==> config.mk <==
export PLATFORM = sky130hd
export DESIGN_NAME = sram_rr_arbiter_flat
export DESIGN_NICKNAME = d
export VERILOG_FILES = /design/src/rtl/sram_rr_arbiter_if.sv /design/src/rtl/sram_rr_arbiter.sv /design/src/flat_wrapper.sv
export SDC_FILE = /design/constraint.sdc
export NUM_CORES = 1
export LEC_CHECK = 0
export CORE_ASPECT_RATIO = 0.5
export CORE_UTILIZATION = 28
export CTS_CLUSTER_SIZE = 16
export DETAILED_ROUTE_END_ITERATION = 6
export HOLD_SLACK_MARGIN = 0.03
export PLACE_DENSITY = 0.78
export SETUP_SLACK_MARGIN = 0.2
export SLEW_MARGIN = 20
export SYNTH_ARGS = -nofsm -noshare
export SYNTH_HDL_FRONTEND = slang
export SYNTH_SLANG_ARGS = --single-unit
==> constraint.sdc <==
create_clock -name clk -period 1.55 [get_ports clk]
set_clock_uncertainty 0.15 [all_clocks]
set_input_delay 0.31 -clock clk [delete_from_list [all_inputs] [get_ports clk]]
set_output_delay 0.31 -clock clk [all_outputs]
set_load 0.005 [all_outputs]
==> src/rtl/sram_rr_arbiter_if.sv <==
// Command/response bundle between two requesters, the arbiter and one single-port SRAM.
// slave = arbiter side, master = requester/SRAM side.
interface sram_rr_arbiter_if #(
  parameter int WIDTH = 32,
  parameter int DEPTH = 32
);
  localparam int AW = $clog2(DEPTH);

  logic             req0_valid;
  logic             req0_ready;
  logic             req0_we;
  logic [AW-1:0]    req0_addr;
  logic [WIDTH-1:0] req0_wdata;
  logic             req0_rvalid;
  logic [WIDTH-1:0] req0_rdata;

  logic             req1_valid;
  logic             req1_ready;
  logic             req1_we;
  logic [AW-1:0]    req1_addr;
  logic [WIDTH-1:0] req1_wdata;
  logic             req1_rvalid;
  logic [WIDTH-1:0] req1_rdata;

  logic             sram_ren;
  logic             sram_wen;
  logic [AW-1:0]    sram_addr;
  logic [WIDTH-1:0] sram_d;
  logic [WIDTH-1:0] sram_q;

  modport slave (
    input  req0_valid, req0_we, req0_addr, req0_wdata,
    output req0_ready, req0_rvalid, req0_rdata,
    input  req1_valid, req1_we, req1_addr, req1_wdata,
    output req1_ready, req1_rvalid, req1_rdata,
    output sram_ren, sram_wen, sram_addr, sram_d,
    input  sram_q
  );

  modport master (
    output req0_valid, req0_we, req0_addr, req0_wdata,
    input  req0_ready, req0_rvalid, req0_rdata,
    output req1_valid, req1_we, req1_addr, req1_wdata,
    input  req1_ready, req1_rvalid, req1_rdata,
    input  sram_ren, sram_wen, sram_addr, sram_d,
    output sram_q
  );
endinterface

==> src/rtl/sram_rr_arbiter.sv <==
// Two-port round-robin (or fixed-priority) front end for a single-port SRAM; grant is same-cycle,
// read data returns READ_LATENCY cycles after accept; losers are held off via ready, returns have no backpressure.
module sram_rr_arbiter #(
  parameter int WIDTH          = 32,
  parameter int DEPTH          = 32,
  parameter int READ_LATENCY   = 1,
  parameter int FIXED_PRIORITY = 0
) (
  input logic              clk,
  input logic              rst,
  sram_rr_arbiter_if.slave bus
);
  localparam int AW = $clog2(DEPTH);

  logic                    last;
  logic                    gnt0;
  logic                    gnt1;
  logic                    xfer;
  logic                    sel_we;
  logic [AW-1:0]           sel_addr;
  logic [WIDTH-1:0]        sel_wdata;
  logic [AW-1:0]           held_addr;
  logic [WIDTH-1:0]        held_d;
  logic                    push_vld;
  logic [READ_LATENCY-1:0] pipe_vld;
  logic [READ_LATENCY-1:0] pipe_id;

  // A collision goes to the port that did not win the previous transfer.
  always_comb begin
    gnt0 = 1'b0;
    gnt1 = 1'b0;
    if (!rst) begin
      if (bus.req0_valid && bus.req1_valid) begin
        if (FIXED_PRIORITY != 0 || last) gnt0 = 1'b1;
        else                             gnt1 = 1'b1;
      end else begin
        gnt0 = bus.req0_valid;
        gnt1 = bus.req1_valid;
      end
    end
  end

  assign xfer      = gnt0 | gnt1;
  assign sel_we    = gnt1 ? bus.req1_we    : bus.req0_we;
  assign sel_addr  = gnt1 ? bus.req1_addr  : bus.req0_addr;
  assign sel_wdata = gnt1 ? bus.req1_wdata : bus.req0_wdata;
  assign push_vld  = xfer & ~sel_we;

  assign bus.req0_ready = gnt0;
  assign bus.req1_ready = gnt1;

  assign bus.sram_ren  = xfer & ~sel_we;
  assign bus.sram_wen  = xfer & sel_we;
  assign bus.sram_addr = rst ? '0 : (xfer ? sel_addr  : held_addr);
  assign bus.sram_d    = rst ? '0 : (xfer ? sel_wdata : held_d);

  always_ff @(posedge clk) begin
    if (rst) begin
      last      <= 1'b1;
      held_addr <= '0;
      held_d    <= '0;
    end else if (xfer) begin
      last      <= gnt1;
      held_addr <= sel_addr;
      held_d    <= sel_wdata;
    end
  end

  // Tag pipeline mirrors the SRAM read latency so each return finds its owner.
  if (READ_LATENCY == 1) begin : g_pipe1
    always_ff @(posedge clk) begin
      if (rst) begin
        pipe_vld <= '0;
        pipe_id  <= '0;
      end else begin
        pipe_vld <= push_vld;
        pipe_id  <= gnt1;
      end
    end
  end else begin : g_pipen
    always_ff @(posedge clk) begin
      if (rst) begin
        pipe_vld <= '0;
        pipe_id  <= '0;
      end else begin
        pipe_vld <= {pipe_vld[READ_LATENCY-2:0], push_vld};
        pipe_id  <= {pipe_id[READ_LATENCY-2:0], gnt1};
      end
    end
  end

  assign bus.req0_rvalid = ~rst & pipe_vld[READ_LATENCY-1] & ~pipe_id[READ_LATENCY-1];
  assign bus.req1_rvalid = ~rst & pipe_vld[READ_LATENCY-1] &  pipe_id[READ_LATENCY-1];
  assign bus.req0_rdata  = bus.sram_q;
  assign bus.req1_rdata  = bus.sram_q;
endmodule

==> src/flat_wrapper.sv <==
// flat-port wrapper written by rule: the top's interface ports become plain ports
module sram_rr_arbiter_flat 
#(
  parameter int WIDTH          = 32,
  parameter int DEPTH          = 32,
  parameter int READ_LATENCY   = 1,
  parameter int FIXED_PRIORITY = 0
)
  (clk, rst, bus_req0_valid, bus_req0_we, bus_req0_addr, bus_req0_wdata, bus_req0_ready, bus_req0_rvalid, bus_req0_rdata, bus_req1_valid, bus_req1_we, bus_req1_addr, bus_req1_wdata, bus_req1_ready, bus_req1_rvalid, bus_req1_rdata, bus_sram_ren, bus_sram_wen, bus_sram_addr, bus_sram_d, bus_sram_q);
  sram_rr_arbiter_if #(.WIDTH(WIDTH), .DEPTH(DEPTH)) bus_i ();
  input logic clk;
  input logic rst;
  input wire logic [$bits(bus_i.req0_valid)-1:0] bus_req0_valid;
  input wire logic [$bits(bus_i.req0_we)-1:0] bus_req0_we;
  input wire logic [$bits(bus_i.req0_addr)-1:0] bus_req0_addr;
  input wire logic [$bits(bus_i.req0_wdata)-1:0] bus_req0_wdata;
  output wire logic [$bits(bus_i.req0_ready)-1:0] bus_req0_ready;
  output wire logic [$bits(bus_i.req0_rvalid)-1:0] bus_req0_rvalid;
  output wire logic [$bits(bus_i.req0_rdata)-1:0] bus_req0_rdata;
  input wire logic [$bits(bus_i.req1_valid)-1:0] bus_req1_valid;
  input wire logic [$bits(bus_i.req1_we)-1:0] bus_req1_we;
  input wire logic [$bits(bus_i.req1_addr)-1:0] bus_req1_addr;
  input wire logic [$bits(bus_i.req1_wdata)-1:0] bus_req1_wdata;
  output wire logic [$bits(bus_i.req1_ready)-1:0] bus_req1_ready;
  output wire logic [$bits(bus_i.req1_rvalid)-1:0] bus_req1_rvalid;
  output wire logic [$bits(bus_i.req1_rdata)-1:0] bus_req1_rdata;
  output wire logic [$bits(bus_i.sram_ren)-1:0] bus_sram_ren;
  output wire logic [$bits(bus_i.sram_wen)-1:0] bus_sram_wen;
  output wire logic [$bits(bus_i.sram_addr)-1:0] bus_sram_addr;
  output wire logic [$bits(bus_i.sram_d)-1:0] bus_sram_d;
  input wire logic [$bits(bus_i.sram_q)-1:0] bus_sram_q;
  assign bus_i.req0_valid = bus_req0_valid;
  assign bus_i.req0_we = bus_req0_we;
  assign bus_i.req0_addr = bus_req0_addr;
  assign bus_i.req0_wdata = bus_req0_wdata;
  assign bus_req0_ready = bus_i.req0_ready;
  assign bus_req0_rvalid = bus_i.req0_rvalid;
  assign bus_req0_rdata = bus_i.req0_rdata;
  assign bus_i.req1_valid = bus_req1_valid;
  assign bus_i.req1_we = bus_req1_we;
  assign bus_i.req1_addr = bus_req1_addr;
  assign bus_i.req1_wdata = bus_req1_wdata;
  assign bus_req1_ready = bus_i.req1_ready;
  assign bus_req1_rvalid = bus_i.req1_rvalid;
  assign bus_req1_rdata = bus_i.req1_rdata;
  assign bus_sram_ren = bus_i.sram_ren;
  assign bus_sram_wen = bus_i.sram_wen;
  assign bus_sram_addr = bus_i.sram_addr;
  assign bus_sram_d = bus_i.sram_d;
  assign bus_i.sram_q = bus_sram_q;
  sram_rr_arbiter #(.WIDTH(WIDTH), .DEPTH(DEPTH), .READ_LATENCY(READ_LATENCY), .FIXED_PRIORITY(FIXED_PRIORITY)) u_core (.clk(clk), .rst(rst), .bus(bus_i));
endmodule
== Yosys cells after proc, flatten, opt, wreduce, memory -nomap -nowiden ==
Index checks and enable logic that the tools add are counted.
Widths: inputs -> output; s select.
Storage, ports and cells
  register bits: 40
  bits in latches: 0
  RAM bits: 0
  memory bits (read-only): 0
  output and inout port bits: 107
  memories: 0
Cells by class
  add/sub/neg operators: 0
  multipliers: 0
  divide/modulo/power cells: 0
  $lt $le $gt $ge: 0
  equality and inequality tests: 0
  shift-type cells: 0
  mux-type cells: 13
  bitwise gates (word level): 9
  reduce and logical (&&, ||, !) cells: 1
Operators with widths (count)
  $mux 32: 3
  $mux 5: 3
  $mux 1: 7
  $and 1x1->1: 5
  $not 1->1: 3
  $logic_and 1x1->1: 1
  $or 1x1->1: 1

== Logic depth before layout (Yosys ltp) ==
Gate-level depths: netlist (run 1).
  depth after elaboration: 6
  mapped depth: 6
  mapped depth without buffers: 3

== Least setup slack after synthesis (run 1) ==
OpenSTA, ideal clock, no wires.
  path kind: input to output
  from: input rst
  to: output bus_sram_d[10]
  data arrival time: 1.285 ns
  data required time: 1.090 ns
  slack: -0.195 ns
  stages on the path: 6
  path buffers: 3
  cells stage by stage: buf_2 inv_1 and3_4 buf_6 buf_6 a221o_1
On the way
  cells in the longest elaborated chain, start to end: 4
  elaborated cells on any way between the ends: 6
Ends and longest elaborated chain
  start: declaration: line flat_wrapper.sv:12  | input logic rst;
  $mux 1: line sram_rr_arbiter.sv:32  | if (!rst) begin
  $mux 32 or $or 1x1->1 (tied branches): line sram_rr_arbiter.sv:46, sram_rr_arbiter.sv:43
  $mux 32: line sram_rr_arbiter.sv:55  | assign bus.sram_d = rst ? '0 : (xfer ? sel_wdata : held_d);
  $mux 32 *: line sram_rr_arbiter.sv:55
  end: declaration: line flat_wrapper.sv:30  | output wire logic [$bits(bus_i.sram_d)-1:0] bus_sram_d;
Every way passes the cells marked *; elsewhere a longest branch is shown, timed or not.

== Final worst setup path (run 1) ==
  from: register u_core.last
  to: output bus_sram_d[28]
On the way
  cells in the longest elaborated chain, start to end: 6
  elaborated cells on any way between the ends: 10
Ends and longest elaborated chain
  start: declaration: line sram_rr_arbiter.sv:15  | logic last;
  start signal: assignment: line sram_rr_arbiter.sv:63  | last <= gnt1;
  $mux 1: line sram_rr_arbiter.sv:34  | if (FIXED_PRIORITY != 0 || last) gnt0 = 1'b1;
  $mux 1: line sram_rr_arbiter.sv:33  | if (bus.req0_valid && bus.req1_valid) begin
  $mux 1: line sram_rr_arbiter.sv:32
  $mux 32 or $or 1x1->1 (tied branches): line sram_rr_arbiter.sv:46, sram_rr_arbiter.sv:43
  $mux 32 * (2 in series): line sram_rr_arbiter.sv:55
Marked as above.

==> results of run 1 <==
[cell usage after synthesis, drive strengths merged, types with 2 or more instances]
master	instances
nor4	2
buf	73
a2111oi	37
and3	3
dfxtp	40
clkbuf	15
inv	41
nor2	2
a221o	37
[power by group]
part / switching, mW / internal [mW] / total (mW)
sequential: 0.0296 / 1.11 / 1.14
combinational: 0.472 / 0.593 / 1.06
clock: 0.409 / 0.643 / 1.05
total: 0.910 / 2.35 / 3.26
[state kept, by name, summed over array words and instances, names as in the netlist]
| register | count |
|---|---|
| u_core.held_d | 32 |
| u_core.held_addr | 5 |
| u_core.last | 1 |
| u_core.pipe_id | 1 |
| u_core.pipe_vld | 1 |
[layout make-up]
class / instances / area (um2) / area share, %
inverter: 41 / 168.9 / 3.754
tap: 112 / 140.1 / 3.115
timing repair buffer: 175 / 1762 / 39.15
clock buffer: 8 / 146.4 / 3.254
multi-input combinational: 90 / 1475 / 32.79
sequential: 40 / 807.0 / 17.94
[stage by stage]
stage | hold WS (ns) | total power [mW] | std cells | setup TNS, ns | cell area [um2]
after floorplan | 0.2528 | 1.649 | 259 | -2.419 | 2725
after global routing | 0.2298 | 3.392 | 466 | -25.87 | 4499
after CTS | 0.2384 | 3.201 | 458 | -20.38 | 4370
after detailed placement | 0.3181 | 1.978 | 430 | -65.56 | 3664
final | 0.2273 | 3.259 | 466 | -22.98 | 4499
after global placement | 0.3206 | 1.969 | 430 | -63.52 | 3664
[path summary, 6_finish.rpt]
path                                                from                           to  slack [ns]  cells after the start
worst max-delay path            u_core.last$_SDFFE_PP1P_               bus_sram_d[28]       -0.62                      6
worst min-delay path                                 rst   u_core.pipe_vld$_SDFF_PP0_        0.23                      3
worst max register to register  u_core.last$_SDFFE_PP1P_  u_core.held_addr[0]$_DFF_P_       -0.22                      7
worst min register to register  u_core.held_d[2]$_DFF_P_     u_core.held_d[2]$_DFF_P_        0.33                      1
[layer usage]
layer	global-route usage [%]	up-vias	share of wire, %
met4	12.21	0	3.7
li1	-	1100	-
met3	5.327	50	6.9
met5	0	-	0
met1	23.28	1146	40
met2	34.92	119	49
[repair_timing]
action,CTS,global route
gates resized for setup,247,11
setup endpoints to repair,81,81
pin swaps,34,17
setup buffers,15,7
gates cloned,5,1
[cells by family after synthesis]
group	count (synthesis)	synth area share, %
AO/OA/AOI/OAI	78	30.48
buffers and inverters	129	32.02
AND/OR/NAND/NOR	12	3.506
flip-flops	40	33.99
[worst reg2reg max path: cells and delay by family, from the launching register on]
kind	cells	cell delay, ns
DFF	1	0.36
AOI/OAI and AO/OA	1	0.34
and+or+nand+nor	2	0.29
buffers and inverters	4	0.54
==> results.sh, run 1 <==
export IMPL_holdCritPathClass="in -> reg"
export IMPL_drv_cap=0
export IMPL_die_w_um=131.7
export IMPL_rsz0062_at_grt="true"
export IMPL_syn_area_um2=2356
export IMPL_cp_arrival_ns=1.71
export IMPL_die_h_um=66.87
export IMPL_worst_slew_pin_slew_ns=0.3598
export IMPL_clkTransAtPathRegs_ns=0.06
export IMPL_io_pins=219
export IMPL_port_buffers=122
export IMPL_synth_area_leader_cell="dfxtp_1"
export IMPL_first_iter_violations=142
export IMPL_syn2layout_area_growth_pct=90.97
export IMPL_grt_overflow_total=0
export IMPL_slew_headroom_pct=76.01
export IMPL_grt_pass1_vias=2499
export IMPL_drt_pass1_iter_count=4
export IMPL_final_common_cell="clkdlybuf4s50_1"
export IMPL_final_layout_size_suffix_gt1_share_pct=44.63
export IMPL_syn_instance_count=259
export IMPL_slew_violations=0
export IMPL_core_area_um2=8087
export IMPL_power_density_nw_per_um2=724.3
export IMPL_ctsHoldBuffers=0
export IMPL_setup_ws_ns=-0.6231
export IMPL_cts_htree_levels=2
export IMPL_cts_root_buf="clkbuf_16"
export IMPL_cts_tree="built"
export IMPL_period_share_pct=140.2
export IMPL_hpwlAfterDp_mm=5.515
export IMPL_synth_distinct_cells=22
export IMPL_outcome="finished, violations left"
export IMPL_synth_top_cell_area_share_pct=33.99
export IMPL_layout_common_cells="clkdlybuf4s50_1, buf_2, inv_1"
export IMPL_ys_ff_latch=40
export IMPL_synthTopCellsByArea="dfxtp_1, buf_4, a221o_1"
export IMPL_total_leakage_power_nw=1.764
export IMPL_grt_max_degree=25
export IMPL_hold_violations=0
export IMPL_max_freq_ghz=0.4602
export IMPL_start_util_pct=29.14
export IMPL_cts_num_sinks=40
export IMPL_antenna_found_initial=0
export IMPL_clk_latency_ns=0.28
export IMPL_ant_nets=0
export IMPL_via_count=2415
export IMPL_finalWirelength_mm=9.388
export IMPL_place_ws_ns=-1.281
export IMPL_crit_path_cell_trace="nand2_2 > and3_4 > buf_12 > buf_16 > a221o_1 > buf_2"
export IMPL_gp_congestion=0.7604
export IMPL_startpoint_type="register"
export IMPL_worstPathMaxFanout=5
export IMPL_wire_per_inst_um=20.15
export IMPL_drc=0
export IMPL_grtUsageTotal_pct=20.32
export IMPL_synth_edf_count=0
export IMPL_syn_num_nets=371
export IMPL_numCtsBuffers=5
export IMPL_slowest_delay_ns=0.36
export IMPL_crit_type="reg -> out"
export IMPL_ir_drop_mv=0.3816
export IMPL_via_per_inst=5.182
export IMPL_fillerInstances=596
export IMPL_synth_seq_area_share_pct=33.99
export IMPL_dieArea_um2=8808
export IMPL_syn_avg_cell_area_um2=9.097
export IMPL_synth_top_flop_cell="dfxtp_1"
export IMPL_grt_pass1_wl_mm=13.71
export IMPL_cpLargestDelayFamily="buffers and inverters"
export IMPL_yosysWarningCount=0
export IMPL_fin_nets=465
export IMPL_min_period_ns=2.173
export IMPL_setup_viol=49
export IMPL_cp_num_buf_inv=3
export IMPL_synth_async_sr_flop_share_pct=0
export IMPL_required_ns=1.09
export IMPL_crit_path_end_kind="primary output"
export IMPL_violations="setup timing"
export IMPL_slowest_stage="dfxtp_4"
export IMPL_final_util_pct=55.64
export IMPL_clk_path_buf_depth=2
export IMPL_n_antenna_cell=0
export IMPL_std_cell_rows=23
No activity file was read; power rests on OpenSTA's default activity.
==> run 2, diff against run 1 <==
SETUP_SLACK_MARGIN = 0.4   (was 0.2)
==> results.sh, run 2 (synthesized netlist as in run 1, its figures left out) <==
export IMPL_place_ws_ns=-1.191
export IMPL_cp_num_buf_inv=4
export IMPL_setup_viol=50
export IMPL_dieArea_um2=8808
export IMPL_hpwlAfterDp_mm=5.657
export IMPL_ant_nets=0
export IMPL_die_h_um=66.87
export IMPL_violations="setup timing"
export IMPL_slew_violations=0
export IMPL_holdCritPathClass="in -> reg"
export IMPL_hold_depth=4
export IMPL_r2r_cells=7
export IMPL_crit_path_cell_trace="buf_6 > inv_8 > buf_4 > a2111oi_4 > a221o_1 > buf_2"
export IMPL_required_ns=1.09
export IMPL_layout_common_cells="clkdlybuf4s50_1, buf_2, inv_1, buf_4"
export IMPL_hold_ws_ns=0.2848
export IMPL_std_cell_rows=23
export IMPL_numCtsBuffers=5
export IMPL_finalWirelength_mm=10.12
export IMPL_cts_htree_levels=2
export IMPL_via_count=2529
export IMPL_start_util_pct=29.14
export IMPL_power_density_nw_per_um2=717.5
export IMPL_clk_latency_ns=0.28
export IMPL_fin_nets=478
export IMPL_cts_num_sinks=40
export IMPL_cts_root_buf="clkbuf_16"
export IMPL_period_share_pct=133.5
export IMPL_first_iter_violations=186
export IMPL_drc=0
export IMPL_placed_cells=434
export IMPL_die_w_um=131.7
export IMPL_crit_path_end_kind="primary output"
export IMPL_slowest_delay_ns=0.36
export IMPL_fin_total_pwr_mw=3.318
export IMPL_crit_type="reg -> out"
export IMPL_ctsHoldBuffers=0
export IMPL_cp_depth=6
export IMPL_worstPathMaxFanout=8
export IMPL_grt_overflow_total=0
export IMPL_cp_arrival_ns=1.61
export IMPL_grt_max_degree=21
export IMPL_slew_headroom_pct=60.48
export IMPL_grt_pass1_wl_mm=13.72
export IMPL_rsz0062_at_grt="true"
export IMPL_largest_register_ffs=32
export IMPL_drv_cap=0
export IMPL_n_antenna_cell=0
export IMPL_wire_per_inst_um=21.13
export IMPL_grt_pass1_vias=2485
export IMPL_via_per_inst=5.280
export IMPL_gp_congestion=0.7377
export IMPL_cpLargestDelayFamily="compound AO/OA/AOI/OAI gates"
export IMPL_layout_cells_non_filler=479
export IMPL_cts_tree="built"
export IMPL_clkTransAtPathRegs_ns=0.05
export IMPL_ir_drop_mv=0.3887
export IMPL_worst_slew_pin_slew_ns=0.5928
export IMPL_core_area_um2=8087
export IMPL_top_regs="u_core.held_d: 32 flops, u_core.held_addr: 5 flops"
export IMPL_clk_path_buf_depth=2
export IMPL_port_buffers=122
export IMPL_syn2layout_area_growth_pct=96.28
export IMPL_startpoint_type="register"
export IMPL_fillerInstances=589
export IMPL_antenna_found_initial=0
export IMPL_io_pins=219
export IMPL_hold_violations=0
export IMPL_grtUsageTotal_pct=20.29
export IMPL_outcome="finished, violations left"
export IMPL_setup_ws_ns=-0.5196
export IMPL_min_period_ns=2.070
export IMPL_finalSetupTns_ns=-18.57
export IMPL_max_freq_ghz=0.4832
export IMPL_drt_pass1_iter_count=5
export IMPL_slowest_stage="a2111oi_4"
export IMPL_top_register="u_core.held_d"
export IMPL_total_leakage_power_nw=1.826
export IMPL_final_common_cell="clkdlybuf4s50_1"
export IMPL_final_layout_size_suffix_gt1_share_pct=46.32
## run 2: cell types whose count changed in the layout (fill, tap and decap cells not counted), moves of 2 or more
cell / before / now
buf_4: 22 / 38
a2111oi_2: 7 / 0
a2111oi_4: 30 / 37
buf_8: 3 / 0
buf_16: 5 / 3
buf_6: 12 / 14
## run 2: cell type report
type	instances	area [um2]	share of cell area, %
inverter	41	163.9	3.544
tap	112	140.1	3.030
clock buffer	8	146.4	3.166
sequential	40	804.5	17.40
multi-input combinational	90	1570	33.96
timing repair buffer	188	1799	38.91
## run 2: power by group
part / switching [mW] / internal (mW) / total [mW]
clock network: 0.410 / 0.643 / 1.05
logic: 0.508 / 0.614 / 1.12
registers: 0.0294 / 1.11 / 1.14
## run 2: worst paths after layout
kind | from | end | slack (ns)
hold / removal | rst | u_core.pipe_vld$_SDFF_PP0_ | 0.28
setup / recovery | u_core.last$_SDFFE_PP1P_ | bus_sram_d[6] | -0.52
setup reg to reg | u_core.last$_SDFFE_PP1P_ | u_core.held_d[5]$_DFF_P_ | -0.08
hold reg to reg | u_core.held_d[2]$_DFF_P_ | u_core.held_d[2]$_DFF_P_ | 0.34
## run 2: stage by stage
step | instance area (um2) | utilization, %
global route | 4624 | 57.19
global placement | 3656 | 45.21
detailed placement | 3656 | 45.21
CTS | 4400 | 54.42
finish | 4624 | 57.19
floorplan | 2740 | -
## run 2: worst reg2reg max path, delay by kind of cell (launching register included)
kind / cells / cell delay (ns)
AO/OA/AOI/OAI: 2 / 0.40
buffers and inverters: 5 / 0.66
flip-flops: 1 / 0.32
## run 2: metal layers
| metal | part of all wire (%) | vias up | global-route usage [%] |
|---|---|---|---|
| li1 | - | 1117 | - |
| met1 | 39 | 1232 | 23.62 |
| met2 | 50 | 140 | 36.11 |
| met3 | 7.2 | 40 | 5.023 |
| met4 | 3.2 | 0 | 8.866 |
| met5 | 0 | - | 0 |
## run 2: repair_timing
| action | CTS | global route |
|---|---|---|
| gates resized for setup | 246 | 29 |
| setup endpoints to repair | 82 | 82 |
| setup buffers | 19 | 14 |
| gates cloned | 3 | 1 |
| pin swaps | 25 | 14 |
